`config.mk`:
```
export PLATFORM = sky130hd
export DESIGN_NAME = design02_driver
export DESIGN_NICKNAME = d
export VERILOG_FILES = /design/src/rtl/design02_pkg.sv /design/src/rtl/design02_wait_timer.sv /design/src/rtl/design02_driver.sv
export SDC_FILE = /design/constraint.sdc
export NUM_CORES = 1
export LEC_CHECK = 0
export BUFFER_PORTS_ARGS = -buffer_cell sky130_fd_sc_hd__buf_2
export CORE_MARGIN = 8
export CORE_UTILIZATION = 40
export DETAILED_ROUTE_END_ITERATION = 10
export GPL_ROUTABILITY_DRIVEN = 0
export SYNTH_ARGS = -nofsm -noshare
export SYNTH_HDL_FRONTEND = slang
export SYNTH_HIERARCHICAL = 1
export SYNTH_SLANG_ARGS = --single-unit
```
`constraint.sdc`:
```
create_clock -name CLK -period 7.7 [get_ports CLK]
set_input_delay 1.54 -clock CLK [delete_from_list [all_inputs] [get_ports CLK]]
set_output_delay 1.54 -clock CLK [all_outputs]
set_load 0.1 [all_outputs]
```
`src/rtl/design02_pkg.sv`:
```
// design02_pkg: shared types and helpers for the start/result/check driver.
//   state_e     - driver FSM states
//   ops_t       - operand bundle (a, b, c, d) for one transaction
//   derive_ops  - operands for transaction index idx
package design02_pkg;

  localparam int unsigned W = 6;
  localparam int unsigned DefTimeout = 16;
  localparam logic [W-1:0] DefBMask = 6'h2A;

  typedef enum logic [2:0] {
    StIdle,
    StStart,
    StRes,
    StChk,
    StDone
  } state_e;

  typedef struct packed {
    logic [W-1:0] a;
    logic [W-1:0] b;
    logic [W-1:0] c;
    logic [W-1:0] d;
  } ops_t;

  // a wraps mod 2^W, so only the low W bits of the index matter.
  function automatic ops_t derive_ops(logic [7:0] idx, logic [W-1:0] mask);
    ops_t o;
    o.a = idx[W-1:0];
    o.b = o.a ^ mask;
    o.c = o.a + o.b;
    o.d = o.b;
    return o;
  endfunction

endpackage

```
`src/rtl/design02_wait_timer.sv`:
```
// design02_wait_timer: counts consecutive not-ready cycles in a wait state.
//   CLK, RST      - clock, synchronous active-high reset
//   i_active      - FSM is in a state that waits on a ready
//   i_not_ready   - the ready for the current state is low
//   i_clear       - FSM changes state this cycle
//   o_expire      - this not-ready cycle is the TIMEOUT-th in a row
module design02_wait_timer #(
  parameter int unsigned TIMEOUT = 16
) (
  input  logic CLK,
  input  logic RST,
  input  logic i_active,
  input  logic i_not_ready,
  input  logic i_clear,
  output logic o_expire
);

  localparam int unsigned CntW = $clog2(TIMEOUT + 1);
  localparam logic [CntW-1:0] LastCnt = CntW'(TIMEOUT - 1);

  logic [CntW-1:0] r_cnt;

  assign o_expire = i_active && i_not_ready && (r_cnt == LastCnt);

  // Expiry forces a state change, so the counter never passes LastCnt.
  always_ff @(posedge CLK) begin
    if (RST || i_clear) begin
      r_cnt <= '0;
    end else if (i_active && i_not_ready) begin
      r_cnt <= r_cnt + 1'b1;
    end
  end

endmodule

```
`src/rtl/design02_driver.sv`:
```
// design02_driver: initiator for a start/result/check method interface.
// Runs num_txn transactions (start -> result -> check), honouring each ready, and
// tallies check==result agreement.
//   CLK, RST                  - clock, synchronous active-high reset
//   go, num_txn               - run request from the test controller
//   start_a/b, EN_start, STready
//   result_c, result, RESready
//   check_d, EN_check, check, CHready
//   busy, done, timeout_err   - run status
//   pass_cnt, fail_cnt        - per-run tallies
//   last_result               - result of the most recent transaction
module design02_driver
  import design02_pkg::*;
#(
  parameter int unsigned TIMEOUT = DefTimeout,
  parameter logic [W-1:0] B_MASK = DefBMask
) (
  input  logic         CLK,
  input  logic         RST,
  input  logic         go,
  input  logic [7:0]   num_txn,
  output logic [W-1:0] start_a,
  output logic [W-1:0] start_b,
  output logic         EN_start,
  input  logic         STready,
  output logic [W-1:0] result_c,
  input  logic [W-1:0] result,
  input  logic         RESready,
  output logic [W-1:0] check_d,
  output logic         EN_check,
  input  logic [W-1:0] check,
  input  logic         CHready,
  output logic         busy,
  output logic         done,
  output logic         timeout_err,
  output logic [7:0]   pass_cnt,
  output logic [7:0]   fail_cnt,
  output logic [W-1:0] last_result
);

  state_e       r_state, w_state_nxt;
  logic [7:0]   r_num_txn, r_idx, r_pass, r_fail;
  ops_t         r_ops;
  logic [W-1:0] r_res, r_last;
  logic         r_done, r_to;

  logic         w_wait_state, w_not_ready, w_expire, w_state_chg;
  logic [7:0]   w_idx_inc;

  assign w_idx_inc = r_idx + 8'd1;

  always_comb begin
    w_state_nxt = r_state;
    w_not_ready = 1'b0;
    unique case (r_state)
      StIdle, StDone: begin
        if (go) w_state_nxt = (num_txn == 8'd0) ? StDone : StStart;
      end
      StStart: begin
        w_not_ready = !STready;
        if (w_expire) w_state_nxt = StDone;
        else if (STready) w_state_nxt = StRes;
      end
      StRes: begin
        w_not_ready = !RESready;
        if (w_expire) w_state_nxt = StDone;
        else if (RESready) w_state_nxt = StChk;
      end
      StChk: begin
        w_not_ready = !CHready;
        if (w_expire) w_state_nxt = StDone;
        else if (CHready) w_state_nxt = (w_idx_inc == r_num_txn) ? StDone : StStart;
      end
      default: w_state_nxt = StIdle;
    endcase
  end

  assign w_wait_state = (r_state == StStart) || (r_state == StRes) || (r_state == StChk);
  assign w_state_chg  = (w_state_nxt != r_state);

  design02_wait_timer #(
    .TIMEOUT (TIMEOUT)
  ) u_wait_timer (
    .CLK         (CLK),
    .RST         (RST),
    .i_active    (w_wait_state),
    .i_not_ready (w_not_ready),
    .i_clear     (w_state_chg),
    .o_expire    (w_expire)
  );

  // Enables are combinational with the ready but masked by RST so a reset
  // cycle can never issue a method call.
  assign EN_start = (r_state == StStart) && STready && !RST;
  assign EN_check = (r_state == StChk) && CHready && !RST;

  always_ff @(posedge CLK) begin
    if (RST) begin
      r_state   <= StIdle;
      r_num_txn <= '0;
      r_idx     <= '0;
      r_pass    <= '0;
      r_fail    <= '0;
      r_ops     <= '0;
      r_res     <= '0;
      r_last    <= '0;
      r_done    <= 1'b0;
      r_to      <= 1'b0;
    end else begin
      r_state <= w_state_nxt;
      unique case (r_state)
        StIdle, StDone: begin
          if (go) begin
            r_num_txn <= num_txn;
            r_idx     <= '0;
            r_pass    <= '0;
            r_fail    <= '0;
            r_to      <= 1'b0;
            r_done    <= (num_txn == 8'd0);
            r_ops     <= derive_ops(8'd0, B_MASK);
          end
        end
        StStart: begin
          if (w_expire) begin
            r_done <= 1'b1;
            r_to   <= 1'b1;
          end
        end
        StRes: begin
          if (w_expire) begin
            r_done <= 1'b1;
            r_to   <= 1'b1;
          end else if (RESready) begin
            r_res  <= result;
            r_last <= result;
          end
        end
        StChk: begin
          if (w_expire) begin
            r_done <= 1'b1;
            r_to   <= 1'b1;
          end else if (CHready) begin
            if (check == r_res) begin
              if (r_pass != 8'hFF) r_pass <= r_pass + 8'd1;
            end else begin
              if (r_fail != 8'hFF) r_fail <= r_fail + 8'd1;
            end
            r_idx <= w_idx_inc;
            if (w_idx_inc == r_num_txn) r_done <= 1'b1;
            else r_ops <= derive_ops(w_idx_inc, B_MASK);
          end
        end
        default: ;
      endcase
    end
  end

  assign start_a     = r_ops.a;
  assign start_b     = r_ops.b;
  assign result_c    = r_ops.c;
  assign check_d     = r_ops.d;
  assign busy        = w_wait_state;
  assign done        = r_done;
  assign timeout_err = r_to;
  assign pass_cnt    = r_pass;
  assign fail_cnt    = r_fail;
  assign last_result = r_last;

endmodule

```
* Word level (Yosys, flattened, before mapping)
Cells that the tools add are included.
** Storage, ports and cells
- Bits in registers :: 72
- Word-level logic and storage cells :: 109
- Output and inout port bits :: 51
** Cells by class
- Add/subtract/negate cells :: 5
- Equal/unequal tests :: 22
- Bitwise logic cells :: 2
- Muxes and demuxes :: 38
- Reductions and logical operators :: 29
** Operators with widths (count)
- $mux 24 :: 4
- $mux 8 :: 11
- $pmux 24 s2 :: 1
- $pmux 8 s2 :: 3
- $mux 3 :: 9
- $add 8x1->8 const B :: 3
- $ne 8x8->1 const B :: 2
- $pmux 3 s4 :: 1
- $reduce_and 6->1 :: 2
- $ne 2x1->1 const B :: 5
- $ne 2x2->1 const B :: 5
- $reduce_and 5->1 :: 2
- $eq 8x8->1 :: 1
- $logic_not 8->1 :: 1
- $add 6x6->6 :: 1
- $eq 3x2->1 const B :: 2
- $eq 6x6->1 :: 1
- $logic_and 1x1->1 :: 6
- $mux 1 :: 6
- $ne 3x2->1 const B :: 2
- $pmux 1 s3 :: 2
- $reduce_and 3->1 :: 2
- $add 5x1->5 const B :: 1
- $eq 5x4->1 const B :: 1
- other kinds (15) :: 22

* Logic depth before layout (Yosys ltp)
Gate-level depths: netlist of run 1.
- Depth in word-level cells :: 9
- Gate-level depth with buffers :: 12

* Modules after synthesis
The synthesis of run 1 kept the hierarchy.
** Modules (own cells, without submodules)
- design02_driver :: instances 1, seq. area each 1101.1 um^2, area each 3024.2 um^2, cells an instance 360
- design02_wait_timer :: instances 1, seq. area each 100.1 um^2, area each 234.0 um^2, cells an instance 26

* Least setup slack after synthesis of run 1
OpenSTA, ideal clock, no wires.
- Kind :: input to output
- Start point :: input RST
- End point :: output EN_start
- Data required time :: 6160 ps
- Data arrival time :: 4615 ps
- Stages :: 2
- Path buffers :: 1
- Path slack :: 1545 ps
- Cell sequence :: buf_1 -> nor4_1
** Between the ends
- Word-level cells in the longest chain between the ends :: 2
** RTL lines
- start, declared :: line design02_driver.sv:19 : input logic RST,
- $logic_not 1->1 :: line design02_driver.sv:94 : assign EN_start = (r_state == StStart) && STready && !RST;
- $logic_and 1x1->1 :: line design02_driver.sv:94
- end, declared :: line design02_driver.sv:24 : output logic EN_start,
Every way passes these cells.

* Worst setup path after layout of run 1
- Start point :: input RST
- End point :: output EN_check
** Between the ends
- Word-level cells in the longest chain between the ends :: 2
** RTL lines
- $logic_not 1->1 :: line design02_driver.sv:95 : assign EN_check = (r_state == StChk) && CHready && !RST;
- $logic_and 1x1->1 :: line design02_driver.sv:95
- end, declared :: line design02_driver.sv:30 : output logic EN_check,
Every way passes these cells.

==> impl_results.html, run 1 <==
<table>
<tr><th>Metric</th><th>Value</th></tr>
<tr><th colspan="2">Run status</th></tr>
<tr><td>Outcome</td><td>finished, final reports clean</td></tr>
<tr><th colspan="2">Floorplan</th></tr>
<tr><td>Core region area</td><td>approximately 8100 um2</td></tr>
<tr><td># IOs</td><td>77</td></tr>
<tr><td>Initial standard-cell utilization of the core</td><td>0.405</td></tr>
<tr><td>Die outline area</td><td>between 10000 and 15000 um2</td></tr>
<tr><td>Row cnt</td><td>33</td></tr>
<tr><td>Die boundary height</td><td>106 um</td></tr>
<tr><td>DIE WIDTH</td><td>~110 um</td></tr>
<tr><th colspan="2">Layout</th></tr>
<tr><td>Most frequent standard cell in the layout excluding fill and tap cells</td><td>buf_2</td></tr>
<tr><td>Fraction of final layout cells with drive strength greater than 1</td><td>0.243</td></tr>
<tr><td>Layout-stage area growth over the synthesis result</td><td>15.8%</td></tr>
<tr><td>Final core utilization</td><td>0.469</td></tr>
<tr><td>Final instance area</td><td>about 3800 um2</td></tr>
<tr><td>Fill cell total of the finished layout</td><td>~820</td></tr>
<tr><td>ANT cells</td><td>0</td></tr>
<tr><td>Highest-count cells in the layout ignoring fill and taps</td><td>75 x buf_2, 60 x dfxtp_1, 44 x nor2_1</td></tr>
<tr><td>Nets</td><td>about 480</td></tr>
<tr><th colspan="2">Power</th></tr>
<tr><td>Clk pwr share</td><td>0.328</td></tr>
<tr><td>Int Pwr</td><td>~510 uW</td></tr>
<tr><td>Leakage power total</td><td>0.00158 uW</td></tr>
<tr><td>Switching Share</td><td>0.363</td></tr>
<tr><td>Peak VDD IR</td><td>between 0.1 and 0.15 mV</td></tr>
<tr><td>Net switching component of the power</td><td>between 200 and 300 uW</td></tr>
<tr><td>Register share of total power</td><td>0.422</td></tr>
<tr><td>Combinational share of power</td><td>0.250</td></tr>
<tr><td>Power density of the placed cells</td><td>roughly 210 nW/um2</td></tr>
<tr><td>Overall Power</td><td>roughly 800 uW</td></tr>
<tr><th colspan="2">Routing</th></tr>
<tr><td>Average via count per standard cell</td><td>~5.3</td></tr>
<tr><td>Number of remaining DRC errors</td><td>0</td></tr>
<tr><td>Count of vias placed by the detailed router</td><td>2912</td></tr>
<tr><td>Total routed wirelength</td><td>about 8.3 mm</td></tr>
<tr><td>Number of detailed-route iterations in the first pass</td><td>4</td></tr>
<tr><td>Antenna Nets Post-Route</td><td>0</td></tr>
<tr><td>Initial DRC count</td><td>170</td></tr>
<tr><td>Avg WL per Cell</td><td>roughly 15 um</td></tr>
<tr><th colspan="2">Global route</th></tr>
<tr><td>Maximum number of pins on one net before global-route repair</td><td>33</td></tr>
<tr><td>Vias in the first global route</td><td>2937</td></tr>
<tr><td>Aggregate global routing overflow</td><td>0</td></tr>
<tr><td>Initial antenna violation count</td><td>0</td></tr>
<tr><td>GRT Total Usage</td><td>0.151</td></tr>
<tr><td>Global-route wire length before repair</td><td>roughly 14 mm</td></tr>
<tr><th colspan="2">STA</th></tr>
<tr><td>Maximum clock frequency</td><td>218 MHz</td></tr>
<tr><td>Summed negative setup slack over all endpoints</td><td>0 ns</td></tr>
<tr><td>RSZ-0062 raised after global routing</td><td>no</td></tr>
<tr><td>Max-slew violation count</td><td>0</td></tr>
<tr><td>Final clock period utilization by the worst path</td><td>0.595</td></tr>
<tr><td>Pin slew with the least headroom to its limit</td><td>around 0.89 ns</td></tr>
<tr><td>Crit path time final</td><td>roughly 4.6 ns</td></tr>
<tr><td>Final clock skew</td><td>~0.0077 ns</td></tr>
<tr><td>Number of failing hold endpoints at the final stage</td><td>0</td></tr>
<tr><td>Max transition margin</td><td>0.409</td></tr>
<tr><td>Total of endpoints with negative setup slack in the final report</td><td>0</td></tr>
<tr><th colspan="2">Run</th></tr>
<tr><td>Max-Cap Viols</td><td>0</td></tr>
<tr><th colspan="2">CTS</th></tr>
<tr><td>Clock-pin slew reported for the worst setup and hold paths after clock tree synthesis</td><td>around 0.06 ns</td></tr>
<tr><td>Clk sink count</td><td>60</td></tr>
<tr><td>Buffers inserted during post-CTS setup optimization</td><td>0</td></tr>
<tr><td>Buffer depth of the longest clock path</td><td>2</td></tr>
<tr><td>Maximum level of the CTS H-tree</td><td>3</td></tr>
<tr><td>Clock Tree Root</td><td>clkbuf_8</td></tr>
<tr><td>Cts hold-fix bufs</td><td>0</td></tr>
<tr><td>Gates resized, CTS repair</td><td>0</td></tr>
<tr><td>Clk_lat worst skew</td><td>0.33 ns</td></tr>
<tr><td>TritonCTS clock tree</td><td>done</td></tr>
<tr><td>Inserted Clock Buffers</td><td>9</td></tr>
<tr><th colspan="2">Worst hold path</th></tr>
<tr><td>Class of the tightest hold or removal check</td><td>flop to flop</td></tr>
<tr><th colspan="2">Synthesis</th></tr>
<tr><td>Synthesized area divided by synthesized cell count</td><td>between 8 and 9 um2</td></tr>
<tr><td>Synth top area cells</td><td>dfxtp_1 37%, a21oi_1 5.2%, nor2_1 5.1%, nand2_1 5.0%, xor2_1 4.8%</td></tr>
<tr><td>Proportion of synthesized flip-flops having asynchronous set or reset</td><td>0</td></tr>
<tr><td>Synth unique cells</td><td>68</td></tr>
<tr><td>Area fraction of the dominant cell type after synthesis</td><td>0.369</td></tr>
<tr><td>Warning count from the yosys run</td><td>6</td></tr>
<tr><td>Netlist area before placement</td><td>3260 um2</td></tr>
<tr><td>Synthesized instance count</td><td>between 300 and 400</td></tr>
<tr><td>Most used flip-flop cell after synthesis</td><td>dfxtp_1</td></tr>
<tr><td>Largest area contributor in the synthesized netlist</td><td>dfxtp_1</td></tr>
<tr><td>Number of synthesized flops with an enable pin</td><td>0</td></tr>
<tr><td>Post-synthesis sequential element count</td><td>60</td></tr>
<tr><td>Sequential element share of the synthesized area</td><td>0.369</td></tr>
<tr><td>Number of nets produced by synthesis</td><td>around 420</td></tr>
<tr><th colspan="2">Setup path</th></tr>
<tr><td>Crit Path Category</td><td>input pin to primary output</td></tr>
<tr><td>Data required time at the worst endpoint</td><td>6.16 ns</td></tr>
<tr><td>Kind of end point of the critical path</td><td>primary output</td></tr>
<tr><td>CP startpoint kind</td><td>input pin</td></tr>
<tr><td>Biggest fanout along the worst timing path</td><td>32</td></tr>
<tr><td>Critical Path AT</td><td>3.04 ns</td></tr>
<tr><th colspan="2">Placement</th></tr>
<tr><td>Port-buffer cells</td><td>75</td></tr>
<tr><td>Final HPWL from detailed placement</td><td>6.18 mm</td></tr>
<tr><td>Placed instance area</td><td>between 3000 and 4000 um2</td></tr>
</table>
final cells by class:
cell class / count / area [um2] / area share
Sequential cell: 60 / 1200 / 0.318
Clock buffer: 11 / 131 / 0.0348
Inverter: 10 / 37.5 / 0.00995
Clock inverter: 3 / 40.0 / 0.0106
Tap cell: 105 / 131 / 0.0348
Multi-Input combinational cell: 289 / 1860 / 0.492
Timing Repair Buffer: 75 / 375 / 0.0995
power by group through the flow:
stage	Clock (uW)	Sequential, uW	Combinational [uW]
after floorplan	0	392	122
after global placement	0	345	200
after detailed placement	0	346	201
after CTS	273	339	202
after global routing	284	341	214
final	263	339	201
flip-flops by register name (all words and copies together), names as in the netlist:
signal and count:
u_wait_timer/r_cnt 5, done 1, fail_cnt 8, result_c 3, timeout_err 1, start_b 3
last_result 6, pass_cnt 8, r_num_txn 8, r_idx 8, start_a 6, r_state 3
per-stage QoR:
| step | hold slack (ns) | setup slack, ns | std cells |
|---|---|---|---|
| floorplan | 0.448 | 1.54 | 386 |
| global placement | 0.447 | 3.13 | 539 |
| detailed placement | 0.454 | 3.10 | 539 |
| CTS | 0.469 | 3.10 | 553 |
| global route | 0.494 | 3.01 | 553 |
| finish | 0.466 | 3.12 | 553 |
cells by family (layout without fill, tap and decap cells):
logic type,Yosys count,in the layout,synth area share
AO/OA/AOI/OAI,83,83,0.172
XOR/XNOR,32,32,0.0860
adder cells (fa/ha/maj),5,5,0.0192
buffers and inverters,37,99,0.0614
flip-flops,60,60,0.369
multiplexers,8,8,0.0250
other,1,1,0.00115
AND/OR/NAND/NOR,160,160,0.267
synthesized netlist by cell type (2+ instances only):
library cell and count:
a22oi_1 2, nand2_1 43, dfxtp_1 60, xor2_1 18, or2_2 3, o2111ai_1 4, clkbuf_1 10, o21ai_0 13
nand3b_1 2, nor3_1 3, mux2i_1 7, inv_1 9, a21oi_1 34, nor4_1 3, or3_1 10, nor2_1 44
o211a_1 3, nand2b_1 2, and3_1 7, a211oi_1 2, xnor2_1 14, ha_1 5, nand3_1 14, buf_4 14
a221oi_2 2, a21o_1 2, a31oi_1 6, nor4_4 2, or4_1 3, nand4_1 7
worst max-delay path, cell delays in order:
cell and delay (ns):
buf_2 0.48, clkinv_1 0.42, and3_1 0.29, buf_2 0.29
per-layer routing:
metal | share of wire | wire length, um | GRT usage
met5 | 0 | 0 | 0
met4 | 0.010 | 84 | 0.0472
met3 | 0.070 | 583 | 0.0436
met2 | 0.47 | 3900 | 0.244
met1 | 0.45 | 3760 | 0.190
final timing paths:
| check | slack [ns] | depth (start not counted) | to | start |
|---|---|---|---|---|
| setup / recovery | 3.12 | 4 | EN_check | RST |
| hold / removal | 0.47 | 2 | timeout_err$_SDFFE_PP0P_ | timeout_err$_SDFFE_PP0P_ |
| setup reg to reg | 4.16 | 10 | pass_cnt[3]$_SDFFE_PP0P_ | r_state[1]$_SDFF_PP0_ |
| hold reg to reg | 0.47 | 2 | timeout_err$_SDFFE_PP0P_ | timeout_err$_SDFFE_PP0P_ |
Note: power is estimated with default switching activity, not from simulation.
==> inputs of run 2 (changes only) <==
==> constraint.sdc (replaced) <==
create_clock -name CLK -period 4.6 [get_ports CLK]
set_input_delay 0.92 -clock CLK [delete_from_list [all_inputs] [get_ports CLK]]
set_output_delay 0.92 -clock CLK [all_outputs]
set_load 0.1 [all_outputs]
==> run 2 against run 1 <==
First-iteration DRC count down 14%; global-route usage about the same; final cell count up 1.1%; critical path depth up 8; clock skew down 0.00085 ns; routed wire length up 1.7%; via count up 1.9%; register-to-register slack worse by 3.0 ns; sequential share of layout area down 0.28 points; power up 65%.
==> impl_results.html, run 2 (same netlist as run 1, synthesis figures left out) <==
<table>
<tr><th>Metric</th><th>Value</th></tr>
<tr><th colspan="2">Setup path</th></tr>
<tr><td>Crit Path Category</td><td>flop to flop</td></tr>
<tr><td>Critical Path AT</td><td>3.67 ns (+0.63 ns)</td></tr>
<tr><td>Data required time at the worst endpoint</td><td>4.86 ns (-1.30 ns)</td></tr>
<tr><td>CP startpoint kind</td><td>flop</td></tr>
<tr><td>Kind of end point of the critical path</td><td>flop</td></tr>
<tr><td>Biggest fanout along the worst timing path</td><td>17 (-47%)</td></tr>
<tr><th colspan="2">Routing</th></tr>
<tr><td>Number of detailed-route iterations in the first pass</td><td>4 (unchanged)</td></tr>
<tr><td>Highest signal layer in the routed design</td><td>met4</td></tr>
<tr><td>Initial DRC count</td><td>147 (-14%)</td></tr>
<tr><td>Met3 Routed Length</td><td>513 um (-12%)</td></tr>
<tr><td>Avg WL per Cell</td><td>15.1 um (+0.58%)</td></tr>
<tr><td>Total met2 wirelength after detailed routing</td><td>4.03 mm (+3.4%)</td></tr>
<tr><td>Count of vias placed by the detailed router</td><td>2968 (+1.9%)</td></tr>
<tr><td>Routed metal-1 wire length</td><td>3.86 mm (+2.8%)</td></tr>
<tr><td>Number of remaining DRC errors</td><td>0 (unchanged)</td></tr>
<tr><td>Total routed wirelength</td><td>8.47 mm (+1.7%)</td></tr>
<tr><td>Average via count per standard cell</td><td>5.31 (+0.83%)</td></tr>
<tr><td>Antenna Nets Post-Route</td><td>0 (unchanged)</td></tr>
<tr><th colspan="2">Floorplan</th></tr>
<tr><td>Row cnt</td><td>33 (unchanged)</td></tr>
<tr><td>Core region area</td><td>8050 um2 (unchanged)</td></tr>
<tr><td>DIE WIDTH</td><td>106 um (unchanged)</td></tr>
<tr><td>Initial standard-cell utilization of the core</td><td>0.405 (unchanged)</td></tr>
<tr><td>Die boundary height</td><td>106 um (unchanged)</td></tr>
<tr><td># IOs</td><td>77 (unchanged)</td></tr>
<tr><td>Die outline area</td><td>11300 um2 (unchanged)</td></tr>
<tr><th colspan="2">Layout</th></tr>
<tr><td>Cell Count, Final, Fillers Out</td><td>559 (+1.1%)</td></tr>
<tr><td>Nets</td><td>480 (+0.84%)</td></tr>
<tr><td>Layout-stage area growth over the synthesis result</td><td>16.9%</td></tr>
<tr><td>Fraction of final layout cells with drive strength greater than 1</td><td>0.258 (+0.0144)</td></tr>
<tr><td>ANT cells</td><td>0 (unchanged)</td></tr>
<tr><td>Final core utilization</td><td>0.473 (+0.00420)</td></tr>
<tr><td>Most frequent standard cell in the layout excluding fill and tap cells</td><td>buf_2</td></tr>
<tr><td>Highest-count cells in the layout ignoring fill and taps</td><td>75 x buf_2, 60 x dfxtp_1, 44 x nor2_1</td></tr>
<tr><th colspan="2">STA</th></tr>
<tr><td>Summed negative setup slack over all endpoints</td><td>0 ns (unchanged)</td></tr>
<tr><td>Total of endpoints with negative setup slack in the final report</td><td>0 (unchanged)</td></tr>
<tr><td>Final clock period utilization by the worst path</td><td>0.742</td></tr>
<tr><td>Maximum clock frequency</td><td>roughly 290 MHz</td></tr>
<tr><td>Max-slew violation count</td><td>0 (unchanged)</td></tr>
<tr><td>Number of failing hold endpoints at the final stage</td><td>0 (unchanged)</td></tr>
<tr><td>RSZ-0062 raised after global routing</td><td>no</td></tr>
<tr><td>Crit path time final</td><td>approximately 3.4 ns</td></tr>
<tr><td>Max transition margin</td><td>0.515 (+0.106)</td></tr>
<tr><td>Pin slew with the least headroom to its limit</td><td>0.725 ns (-0.161 ns)</td></tr>
<tr><td>Final clock skew</td><td>0.00685 ns (-0.000849 ns)</td></tr>
<tr><th colspan="2">Run status</th></tr>
<tr><td>Outcome</td><td>finished, final reports clean</td></tr>
<tr><th colspan="2">Worst hold path</th></tr>
<tr><td>Class of the tightest hold or removal check</td><td>flop to flop</td></tr>
<tr><th colspan="2">CTS</th></tr>
<tr><td>Buffer depth of the longest clock path</td><td>2 (unchanged)</td></tr>
<tr><td>Buffers inserted during post-CTS setup optimization</td><td>0 (unchanged)</td></tr>
<tr><td>Clk_lat worst skew</td><td>0.34 ns (about the same)</td></tr>
<tr><td>Gates resized, CTS repair</td><td>0 (unchanged)</td></tr>
<tr><td>Clk sink count</td><td>60 (unchanged)</td></tr>
<tr><td>Cts hold-fix bufs</td><td>0 (unchanged)</td></tr>
<tr><td>TritonCTS clock tree</td><td>done</td></tr>
<tr><td>Clock-pin slew reported for the worst setup and hold paths after clock tree synthesis</td><td>0.07 ns (about the same)</td></tr>
<tr><td>Clock Tree Root</td><td>clkbuf_8</td></tr>
<tr><td>Inserted Clock Buffers</td><td>9 (unchanged)</td></tr>
<tr><td>Maximum level of the CTS H-tree</td><td>3 (unchanged)</td></tr>
<tr><th colspan="2">Power</th></tr>
<tr><td>Power density of the placed cells</td><td>349 nW/um2 (+64%)</td></tr>
<tr><td>Leakage power total</td><td>0.00160 uW (+1.3%)</td></tr>
<tr><td>Peak VDD IR</td><td>0.188 mV (+71%)</td></tr>
<tr><th colspan="2">Global route</th></tr>
<tr><td>Initial antenna violation count</td><td>0 (unchanged)</td></tr>
<tr><td>Maximum number of pins on one net before global-route repair</td><td>32 (-3.0%)</td></tr>
<tr><td>GRT Total Usage</td><td>0.151 (+0.000197)</td></tr>
<tr><td>Vias in the first global route</td><td>2898 (-1.3%)</td></tr>
<tr><td>Aggregate global routing overflow</td><td>0 (unchanged)</td></tr>
<tr><td>Global-route wire length before repair</td><td>14.0 mm (-0.59%)</td></tr>
<tr><th colspan="2">Placement</th></tr>
<tr><td>Final HPWL from detailed placement</td><td>6.30 mm (+1.8%)</td></tr>
<tr><td>Port-buffer cells</td><td>75 (unchanged)</td></tr>
<tr><td>Number of placed instances, taps included</td><td>543 (+0.74%)</td></tr>
<tr><th colspan="2">Run</th></tr>
<tr><td>Max-Cap Viols</td><td>0 (unchanged)</td></tr>
</table>
==> run 2: area by class of cell <==
| type | count | area (um2) |
|---|---|---|
| Inverter | 10 | 37.5 |
| Multi-Input combinational cell | 289 | 1860 |
| Tap cell | 105 | 131 |
| Timing Repair Buffer | 79 | 405 |
| Fill cell | 832 | 4240 |
| Clock inverter | 5 | 27.5 |
| Sequential cell | 60 | 1200 |
| Clock buffer | 11 | 141 |
==> run 2: critical path, stage by stage, from the launching register on <==
cell and delay (ns):
dfxtp_1 0.66, nand2_1 0.20, a31oi_1 0.22, nor2_1 0.13
and3_2 0.27, and4bb_1 0.35, a21oi_2 0.07, buf_4 0.20
nor4_4 0.36, or2_2 0.21, nand4_2 0.15, or3_1 0.34
a21oi_1 0.16
==> run 2: path summary, 6_finish.rpt <==
check	start	depth (start not counted)	slack, ns	to
setup / recovery	r_state[0]$_SDFF_PP0_	12	1.19	pass_cnt[5]$_SDFFE_PP0P_
hold / removal	timeout_err$_SDFFE_PP0P_	2	0.47	timeout_err$_SDFFE_PP0P_
setup reg to reg	r_state[0]$_SDFF_PP0_	12	1.19	pass_cnt[5]$_SDFFE_PP0P_
hold reg to reg	timeout_err$_SDFFE_PP0P_	2	0.47	timeout_err$_SDFFE_PP0P_
==> run 2: report_power, final <==
group,total (uW),internal [uW],leakage [uW],switching [uW]
Sequential,566,540,0.000488,25.6
Clock,419,206,0.0000889,213
Combinational,343,76.9,0.00102,266
Total,1330,824,0.00160,504
==> run 2: layer usage <==
metal,vias up,GRT usage
met4,0,0.0492
met3,9,0.0514
met5,-,0
li1,1494,-
met2,77,0.243
met1,1388,0.186
==> run 2: per-stage QoR <==
| step | hold WS, ns | worst slack (ns) | power [uW] | cell area (um2) |
|---|---|---|---|---|
| final | 0.468 | 1.19 | 1330 | 3810 |
| after global routing | 0.477 | 0.815 | 1390 | 3810 |
| after CTS | 0.467 | 1.20 | 1340 | 3810 |
| after detailed placement | 0.451 | 0.858 | 921 | 3640 |
| after global placement | 0.442 | 0.986 | 919 | 3640 |
| after floorplan | 0.448 | 0.601 | 861 | 3260 |
